File: src/rtl/core_pkg.sv
// Opcodes shared with the decode control unit, plus the hazard sequencer state encoding.
package core_pkg;

  localparam logic [5:0] OP_ADDU = 6'b000001;
  localparam logic [5:0] OP_DIV  = 6'b000110;
  localparam logic [5:0] OP_J    = 6'b000111;
  localparam logic [5:0] OP_BEQ  = 6'b001001;
  localparam logic [5:0] OP_SC   = 6'b001011;

  typedef enum logic [1:0] {
    ST_RUN,
    ST_DIV_WAIT,
    ST_DIV_DRAIN
  } seq_state_e;

  // J carries an absolute target, so its rs field is not a register read.
  function automatic logic reads_rs(input logic [5:0] op);
    return op != OP_J;
  endfunction

  function automatic logic reads_rt(input logic [5:0] op);
    return (op == OP_ADDU) || (op == OP_DIV) || (op == OP_BEQ) || (op == OP_SC);
  endfunction

endpackage

File: src/rtl/div_watchdog.sv
// Divider busy-cycle counter; flags expiry when the divider overstays its cycle budget.
module div_watchdog #(
  parameter int unsigned DIV_MAX_CYCLES = 34,
  parameter int unsigned CNT_W          = $clog2(DIV_MAX_CYCLES)
) (
  input  logic clk,
  input  logic reset,
  input  logic start,
  input  logic busy,
  input  logic done,
  output logic expire
);

  localparam logic [CNT_W-1:0] LIMIT = CNT_W'(DIV_MAX_CYCLES - 1);

  logic [CNT_W-1:0] count;

  always_ff @(posedge clk or posedge reset) begin
    if (reset) begin
      count <= '0;
    end else if (start) begin
      count <= '0;
    end else if (busy && (count != LIMIT)) begin
      count <= count + CNT_W'(1);
    end
  end

  assign expire = busy && !done && (count == LIMIT);

endmodule

File: src/rtl/pipeline_hazard_sequencer.sv
// Pipeline flow control: load-use bubbles, taken-branch flushes and divider freeze.
module pipeline_hazard_sequencer
  import core_pkg::*;
#(
  parameter int unsigned DIV_MAX_CYCLES = 34,
  parameter int unsigned CNT_W          = $clog2(DIV_MAX_CYCLES)
) (
  input  logic        clk,
  input  logic        reset,
  input  logic [5:0]  id_opcode,
  input  logic [4:0]  id_rs,
  input  logic [4:0]  id_rt,
  input  logic [5:0]  ex_opcode,
  input  logic [4:0]  ex_rd,
  input  logic        ex_MEMORY_READ,
  input  logic        branch_taken,
  input  logic        div_done,
  output logic        hazard,
  output logic        pc_write,
  output logic        ifid_write,
  output logic        idex_write,
  output logic        ifid_flush,
  output logic        div_start,
  output logic        div_busy,
  output logic        div_timeout,
  output logic [15:0] stall_cycles
);

  seq_state_e state, state_nxt;
  logic       load_use;
  logic       wd_expire;
  logic       timeout_set;

  assign load_use = ex_MEMORY_READ && (ex_rd != '0) &&
                    (((ex_rd == id_rs) && reads_rs(id_opcode)) ||
                     ((ex_rd == id_rt) && reads_rt(id_opcode)));

  div_watchdog #(
    .DIV_MAX_CYCLES (DIV_MAX_CYCLES),
    .CNT_W          (CNT_W)
  ) u_div_watchdog (
    .clk    (clk),
    .reset  (reset),
    .start  (div_start),
    .busy   (div_busy),
    .done   (div_done),
    .expire (wd_expire)
  );

  always_ff @(posedge clk or posedge reset) begin
    if (reset) begin
      state <= ST_RUN;
    end else begin
      state <= state_nxt;
    end
  end

  always_comb begin
    state_nxt   = state;
    hazard      = 1'b0;
    pc_write    = 1'b1;
    ifid_write  = 1'b1;
    idex_write  = 1'b1;
    ifid_flush  = 1'b0;
    div_start   = 1'b0;
    div_busy    = 1'b0;
    timeout_set = 1'b0;
    case (state)
      ST_DIV_WAIT: begin
        pc_write   = 1'b0;
        ifid_write = 1'b0;
        idex_write = 1'b0;
        div_busy   = 1'b1;
        if (div_done) begin
          state_nxt = ST_DIV_DRAIN;
        end else if (wd_expire) begin
          timeout_set = 1'b1;
          state_nxt   = ST_DIV_DRAIN;
        end
      end
      default: begin
        // Reset held with a DIV still in EX must not relaunch the aborted divide.
        if ((state == ST_RUN) && !reset && (ex_opcode == OP_DIV)) begin
          div_start  = 1'b1;
          pc_write   = 1'b0;
          ifid_write = 1'b0;
          idex_write = 1'b0;
          state_nxt  = ST_DIV_WAIT;
        end else begin
          if (branch_taken) begin
            ifid_flush = 1'b1;
            hazard     = 1'b1;
          end else if (load_use) begin
            hazard     = 1'b1;
            pc_write   = 1'b0;
            ifid_write = 1'b0;
          end
          state_nxt = ST_RUN;
        end
      end
    endcase
  end

  always_ff @(posedge clk or posedge reset) begin
    if (reset) begin
      div_timeout <= 1'b0;
    end else if (timeout_set) begin
      div_timeout <= 1'b1;
    end
  end

  always_ff @(posedge clk or posedge reset) begin
    if (reset) begin
      stall_cycles <= '0;
    end else if (!pc_write && (stall_cycles != '1)) begin
      stall_cycles <= stall_cycles + 16'd1;
    end
  end

endmodule
File: config.mk
export PLATFORM = sky130hd
export DESIGN_NAME = pipeline_hazard_sequencer
export DESIGN_NICKNAME = d
export VERILOG_FILES = /design/src/rtl/core_pkg.sv /design/src/rtl/div_watchdog.sv /design/src/rtl/pipeline_hazard_sequencer.sv
export SDC_FILE = /design/constraint.sdc
export NUM_CORES = 1
export LEC_CHECK = 0
export ABC_CLOCK_PERIOD_IN_PS = 2000
export BUFFER_PORTS_ARGS = -buffer_cell sky130_fd_sc_hd__buf_2
export CAP_MARGIN = 20
export CORE_UTILIZATION = 45
export DETAILED_ROUTE_END_ITERATION = 7
export PLACE_DENSITY = 0.76
export SLEW_MARGIN = 20
export SYNTH_ARGS = -nofsm -noshare
export SYNTH_HDL_FRONTEND = slang
export SYNTH_SLANG_ARGS = --single-unit
File: constraint.sdc
create_clock -name clk -period 2 [get_ports clk]
set_input_delay 0.1 -clock clk [delete_from_list [all_inputs] [get_ports clk]]
set_output_delay 0.1 -clock clk [all_outputs]
set_load 0.01 [all_outputs]
==> metrics.md, run 1 <==
| Metric | Value |
|---|---|
| Clk_skew | `12.6 ps` |
| Synth Area in Adders | `0.0228` |
| Reg power frac | `0.553` |
| Post-layout util | `0.621` |
| Routed WL | `3.52 mm` |
| Starting DRC count in detailed routing | `24` |
| Post-synth top cells | `25 x dfrtp_1, 23 x xor2_1, 12 x nor2_1` |
| Final Hold Vio Count | `0` |
| Hold WC Path Type | `input pin to register` |
| Clock group share of total power | `0.179` |
| Fin crit share | `0.947` |
| Compound-Gate Fraction of Synth Area | `0.200` |
| Initial antenna violation count | `0` |
| Syn-to-layout area delta | `29.1%` |
| Syn avg cell area | `10.9 µm²` |
| Count leader, synth | `dfrtp_1` |
| Synth Area in XOR/XNOR | `0.154` |
| Seq/Total Area, Yosys | `0.381` |
| Crit path kind | `register to register` |
| Vias in the first global route | `1,294` |
| Worst Tran Pin Value | `approximately 730 ps` |
| Worst VDD drop | `between 0.4 and 0.5 mV` |
| F_max | `approximately 530 MHz` |
| Drt wl/cell | `about 13 µm` |
| Count of input and output buffers | `55` |
| Setup violations, final | `0` |
| Rel. slew slack | `0.508` |
| Comb pwr share | `0.268` |
| Via count | `roughly 1,400` |
| Antenna Cells | `0` |
| Switching Power | `0.415 mW` |
| Cell breakdown of the critical path | `and3_1, and3_4, and2_4, and3_2, buf_4, a2111oi_4, xor2_1` |
| Final Max Tran Viols | `0` |
| EDFF count, synth | `0` |
| Post-synthesis cell type count | `40` |
| Die area | `3900 µm²` |
| Synth Area in Simple Gates | `0.194` |
| CTS sink cnt | `25` |
| Cell Rows | `21` |
| Vias per std cell | `around 5.1` |
| Seq cells post-synth | `25` |
| Clk_lat worst skew | `~320 ps` |
| Worst path slowest cell | `dfrtp_1` |
| Worst Path Arrival | `roughly 2200 ps` |
| Synthesis Warnings | `0` |
| Worst hold path cell count | `2` |
| Tmin final | `about 1900 ps` |
| Core Region | `around 3400 µm²` |
| Top cell type's share of synthesized area | `0.381` |
| Post-synthesis mux area share | `0.00685` |
| Initial DRT Pass Iterations | `4` |
| Layout cell share with drive strength beyond 1 | `0.462` |
| Worst Reg-to-Reg Cells | `7` |
| Worst Path Max Fanout | `5` |
| Die Y | `62.4 µm` |
| Sw Share | `0.330` |
| Largest net degree at the start of global routing | `26` |
| Pre-CTS WS | `24.3 ps` |
| Routed Antenna Nets | `0` |
| Initial Utilization | `0.481` |
| Post-synth top flop | `dfrtp_1` |
| H-tree depth | `1` |
| Worst setup SP type | `register` |
| Post-detail-place hpwl | `about 2.6 mm` |
| Top cells by area, synth | `dfrtp_1 38%, xor2_1 12%, a211oi_2 7.6%, a2111oi_4 6.7%, xnor2_1 3.2%` |
| CTS tree | `yes` |
| Synth async-reset ratio | `1.00` |
| Routability cong. | `~0.75` |
| Clock transition at path regs | `~140 ps` |
| Biggest area consumer among synthesized cells | `dfrtp_1` |
| PnR worst setup slack | `approximately 110 ps` |
| CTS Buf Count | `3` |
| First-pass GRT wire length | `around 5.8 mm` |
| CP Data Required Time | `about 2300 ps` |
| Root Buffer Master | `clkbuf_4` |
| Fillcell total | `around 300` |
| Max clock buf depth | `2` |
| Global-route usage over all layers | `0.184` |
| Int Pwr | `approximately 0.84 mW` |
| Die width | `around 62 µm` |
| Largest family of logic cells by synthesized area | `compound AO/OA/AOI/OAI gates` |
| RSZ-0062 raised after global routing | `no` |
| Mapped cell area | `roughly 1600 µm²` |
| # nets final | `about 260` |
| Net Count, Synth | `around 190` |
| Crit path largest cell delay | `roughly 400 ps` |
| CP Capture Type | `register` |
| DR DRC count | `0` |
| TNS Setup | `0 ps` |
| Pwr/cell area | `593 nW/µm²` |
| Status | `complete, no violations` |
| Max cap viols | `0` |
| Leakage | `slightly above 1 nW` |
| I/O pin count | `between 50 and 60` |
| Post-synthesis cell count | `151` |
| Grt total ovfl | `0` |
[per-stage QoR]
stage                     total power [mW]  std cells  hold WS (ps)  cell area (µm²)
after floorplan                      0.887        151           127             1640
after global placement                1.02        261           175             2040
after detailed placement              1.03        261           173             2040
after CTS                             1.26        269         0.257             2110
after global routing                  1.36        269          25.0             2120
final                                 1.26        269          10.3             2120
[logic make-up (layout without fill, tap and decap cells)]
group,Yosys count,after routing
DFF,25,25
buffers and inverters,11,83
AOI/OAI and AO/OA,26,26
adders and majority gates,3,3
and+or+nand+nor,56,56
muxes,1,1
xor gates and xnor gates,29,29
[worst max-delay path: cells and delay by family (launching register included)]
kind,cells,cell delay [ps]
AO/OA/AOI/OAI,1,300
XOR/XNOR,1,170
flip-flops,1,400
buffers and inverters,1,180
AND/OR/NAND/NOR,4,790
[cell type report]
cell class / instances / area, µm² / share of cell area
Multi-Input combinational cell: 115 / 973 / 0.459
Sequential cell: 25 / 626 / 0.295
Timing Repair Buffer: 74 / 420 / 0.198
Tap cell: 46 / 57.6 / 0.0271
Clock buffer: 4 / 26.3 / 0.0124
Inverter: 5 / 18.8 / 0.00884
[power by group through the flow]
stage / Sequential (mW) / Clock (mW) / Combinational [mW]
global placement: 0.695 / 0 / 0.320
floorplan: 0.702 / 0 / 0.184
finish: 0.696 / 0.226 / 0.338
detailed placement: 0.697 / 0 / 0.331
global route: 0.710 / 0.257 / 0.390
CTS: 0.691 / 0.235 / 0.338
[metal layers]
metal  track usage  vias up  wire length [µm]
met5             0        -                 0
met4        0.0465        0                27
met3        0.0310        2               221
met2         0.323       54              1640
met1         0.233      646              1620
li1              -      674                 -
[layout by cell type, fill, tap and decap left out, types with 3 or more instances in the layout]
cell        n
buf_2      55
dfrtp_1    25
xor2_1     23
buf_4      18
nor2_1     12
nand2_1    10
a211oi_2   10
nand3_1     7
xnor2_1     6
inv_1       5
a2111oi_4   4
nor2b_1     3
and3_1      3
nand4_1     3
clkbuf_4    3
[timing repair]
action                     4_1_cts  5_1_grt
resized for setup                2        3
hold buffers                     1        0
hold endpoints to repair        25        0
pin swaps                        0        1
setup endpoints to repair        5        9
buffers inserted                 3        0
[flip-flops by register name (all words and copies together), names as in the netlist]
name,cells
stall_cycles,16
u_div_watchdog.count,6
state,2
div_timeout,1
[path summary, 6_finish.rpt]
check	startpoint	slack (ps)	to
max	stall_cycles[5]$_DFFE_PP0P_	110	stall_cycles[7]$_DFFE_PP0P_
min	div_done	10	state[1]$_DFFE_PP0P_
min reg2reg	div_timeout$_DFFE_PP0P_	490	div_timeout$_DFFE_PP0P_
max reg2reg	stall_cycles[5]$_DFFE_PP0P_	110	stall_cycles[7]$_DFFE_PP0P_
max in group asynchronous	reset	1380	stall_cycles[11]$_DFFE_PP0P_
min in group asynchronous	reset	370	stall_cycles[8]$_DFFE_PP0P_
Power figures use the tool's default switching activity.
==> inputs of run 2 (changes only) <==
--- a/config.mk
+++ b/config.mk
@@ -14,4 +14,5 @@
 export SLEW_MARGIN = 20
 export SYNTH_ARGS = -nofsm -noshare
 export SYNTH_HDL_FRONTEND = slang
+export SYNTH_HIERARCHICAL = 1
 export SYNTH_SLANG_ARGS = --single-unit
==> run 2 against run 1 <==
  * Critical path depth increased by 1
  * Cell area decreased by 7.5%
  * Synthesized cell count increased by 2.0%
  * Area after synthesis decreased by 4.3%
  * Sequential share of layout area increased by 2.4 points
  * Sequential cell count unchanged
  * Utilization decreased by 3.3 points
  * Highest routed layer unchanged
==> metrics.md, run 2 <==
| Metric | Value |
|---|---|
| Placed Area | `slightly below 2000 µm²` |
| Core Region | `3340 µm²` |
| Post-synth top cells | `25 x dfrtp_1, 17 x nor2_1, 15 x xnor2_1` |
| Seq cells post-synth | `25` |
| CTS sink cnt | `25` |
| Worst setup SP type | `register` |
| Antenna Cells | `0` |
| CP Data Required Time | `about 2200 ps` |
| Clock transition at path regs | `roughly 130 ps` |
| DR DRC count | `0` |
| # nets final | `251` |
| Clk_lat worst skew | `320 ps` |
| Leakage | `0.944 nW` |
| Via count | `1,321` |
| Post-synthesis cell type count | `41` |
| Most frequent cells in the layout | `55 x buf_2, 25 x dfrtp_1, 17 x nor2_1` |
| WHS | `between 40 and 50 ps` |
| Clk_skew | `1.87 ps` |
| Die Y | `61.1 µm` |
| Vias per std cell | `just over 5` |
| Status | `complete, no violations` |
| Net Count, Synth | `roughly 190` |
| Routed WL | `roughly 3.2 mm` |
| Biggest area consumer among synthesized cells | `dfrtp_1` |
| Worst Setup SP | `stall_cycles[7]$_DFFE_PP0P_` |
| Worst Tran Pin Value | `704 ps` |
| Top cells by area, synth | `dfrtp_1 40%, xnor2_1 8.4%, xor2_1 5.0%, nand3_2 4.5%, nor2_1 4.1%` |
| Die area | `3740 µm²` |
| Initial DRT Pass Iterations | `4` |
| CTS tree | `yes` |
| Tmin final | `1860 ps` |
| Fin crit share | `0.931` |
| TNS Setup | `0 ps` |
| Mapped cell area | `1570 µm²` |
| Largest net degree at the start of global routing | `20` |
| Rel. slew slack | `0.530` |
| Die width | `a little over 60 µm` |
| Most common cell after layout, fill and taps aside | `buf_2` |
| HP Start | `div_done` |
| RSZ-0062 raised after global routing | `no` |
| Synth async-reset ratio | `1.00` |
| Grt total ovfl | `0` |
| EDFF count, synth | `0` |
| Drt wl/cell | `12.3 µm` |
| Top cell type's share of synthesized area | `0.398` |
| Cell Rows | `21` |
| RR Startpoint | `stall_cycles[7]$_DFFE_PP0P_` |
| Worst VDD drop | `roughly 0.45 mV` |
| Final Max Tran Viols | `0` |
| Syn avg cell area | `approximately 10 µm²` |
| Max FFs per register | `16` |
| Vias in the first global route | `approximately 1,200` |
| Max cap viols | `0` |
| Initial Utilization | `0.471` |
| Worst Path Max Fanout | `12` |
| Seq/Total Area, Yosys | `0.398` |
| Count leader, synth | `dfrtp_1` |
| Largest registers | `stall_cycles x16, u_div_watchdog/count x6, state x2` |
| Routability cong. | `between 0.7 and 0.8` |
| F_max | `between 500 and 600 MHz` |
| Starting DRC count in detailed routing | `31` |
| Top reg by flops | `stall_cycles` |
| Post-synth top flop | `dfrtp_1` |
| First-pass GRT wire length | `between 5 and 6 mm` |
| Post-route insts no fill | `approximately 260` |
| Post-layout util | `0.588` |
| Cells after DPL | `256` |
| I/O pin count | `56` |
| Count of input and output buffers | `55` |
| Post-CTS Resized | `0` |
| Crit path kind | `register to register` |
| Final Hold Vio Count | `0` |
| Max clock buf depth | `2` |
| Routed Antenna Nets | `0` |
| CP Capture Type | `register` |
| Syn-to-layout area delta | `24.7%` |
| Initial antenna violation count | `0` |
| Layout cell share with drive strength beyond 1 | `0.381` |
| CTS Buf Count | `3` |
| Pwr/cell area | `between 600 and 700 nW/µm²` |
| Hold WC Path Type | `input pin to register` |
| Post-synthesis cell count | `between 150 and 200` |
| Setup violations, final | `0` |
| Post-detail-place hpwl | `2.56 mm` |
| Design area | `roughly 2000 µm²` |
| Worst Path Arrival | `2080 ps` |
| Root Buffer Master | `clkbuf_4` |
| Synthesis Warnings | `6` |
| H-tree depth | `1` |
| Global-route usage over all layers | `0.193` |
## run 2: changes by cell type in the layout (fill, tap and decap cells not counted), moves of 6 or more
cell	before	now
a211oi_2	10	0
buf_4	18	5
nand3_2	1	7
xnor2_1	6	15
xor2_1	23	9
## run 2: power by group
group	switching, mW	leakage (nW)	internal (mW)
combinational	0.158	0.600	0.160
sequential	0.106	0.330	0.573
clock	0.145	0.0150	0.0781
## run 2: cell families after synthesis
| family | Yosys count | synth area share |
|---|---|---|
| simple gates | 70 | 0.295 |
| xor+xnor | 26 | 0.154 |
| compound gates | 16 | 0.0740 |
| flops | 25 | 0.398 |
| buf+inv | 12 | 0.0406 |
| mux | 2 | 0.0143 |
| fa+ha+maj | 3 | 0.0239 |
## run 2: layout make-up
type	instances	area, µm²
Fill cell	312	1380
Multi-Input combinational cell	117	883
Sequential cell	25	626
Timing Repair Buffer	62	343
Tap cell	46	57.6
Clock buffer	4	26.3
Inverter	7	26.3
## run 2: worst paths after layout
path / endpoint / slack [ps] / cells after the start
max in group asynchronous: stall_cycles[6]$_DFFE_PP0P_ / 1100 / 3
hold / removal: state[1]$_DFFE_PP0P_ / 40 / 3
hold reg to reg: div_timeout$_DFFE_PP0P_ / 480 / 1
setup / recovery: stall_cycles[11]$_DFFE_PP0P_ / 140 / 8
setup reg to reg: stall_cycles[11]$_DFFE_PP0P_ / 140 / 8
min in group asynchronous: u_div_watchdog/count[0]$_DFFE_PP0P_ / 270 / 3
## run 2: worst max-delay path, cell delays in order (launching register included)
cell and delay, ps:
dfrtp_1 420, and4_1 240, and3_2 250, nand3_2 110, nor3_2 60, a21oi_4 230
buf_12 180, nand4_1 120, xnor2_1 150
## run 2: through the flow
stage / worst slack, ps / total power, mW
CTS: 103 / 1.24
global route: 37.1 / 1.31
global placement: 183 / 0.993
finish: 138 / 1.22
detailed placement: 128 / 1.01
floorplan: 206 / 0.878
## run 2: layer usage
| layer | GRT usage | vias up | share of wire | wire length [µm] |
|---|---|---|---|---|
| li1 | - | 662 | - | - |
| met1 | 0.241 | 620 | 0.46 | 1490 |
| met2 | 0.337 | 34 | 0.48 | 1540 |
| met3 | 0.0420 | 5 | 0.053 | 172 |
| met4 | 0.0519 | 0 | 0.0090 | 29 |
| met5 | 0 | - | 0 | 0 |
## run 2: what timing repair did
action,in CTS,in global routing
buffers inserted,0,0
hold buffers,1,0
endpoints found under the hold margin,25,0
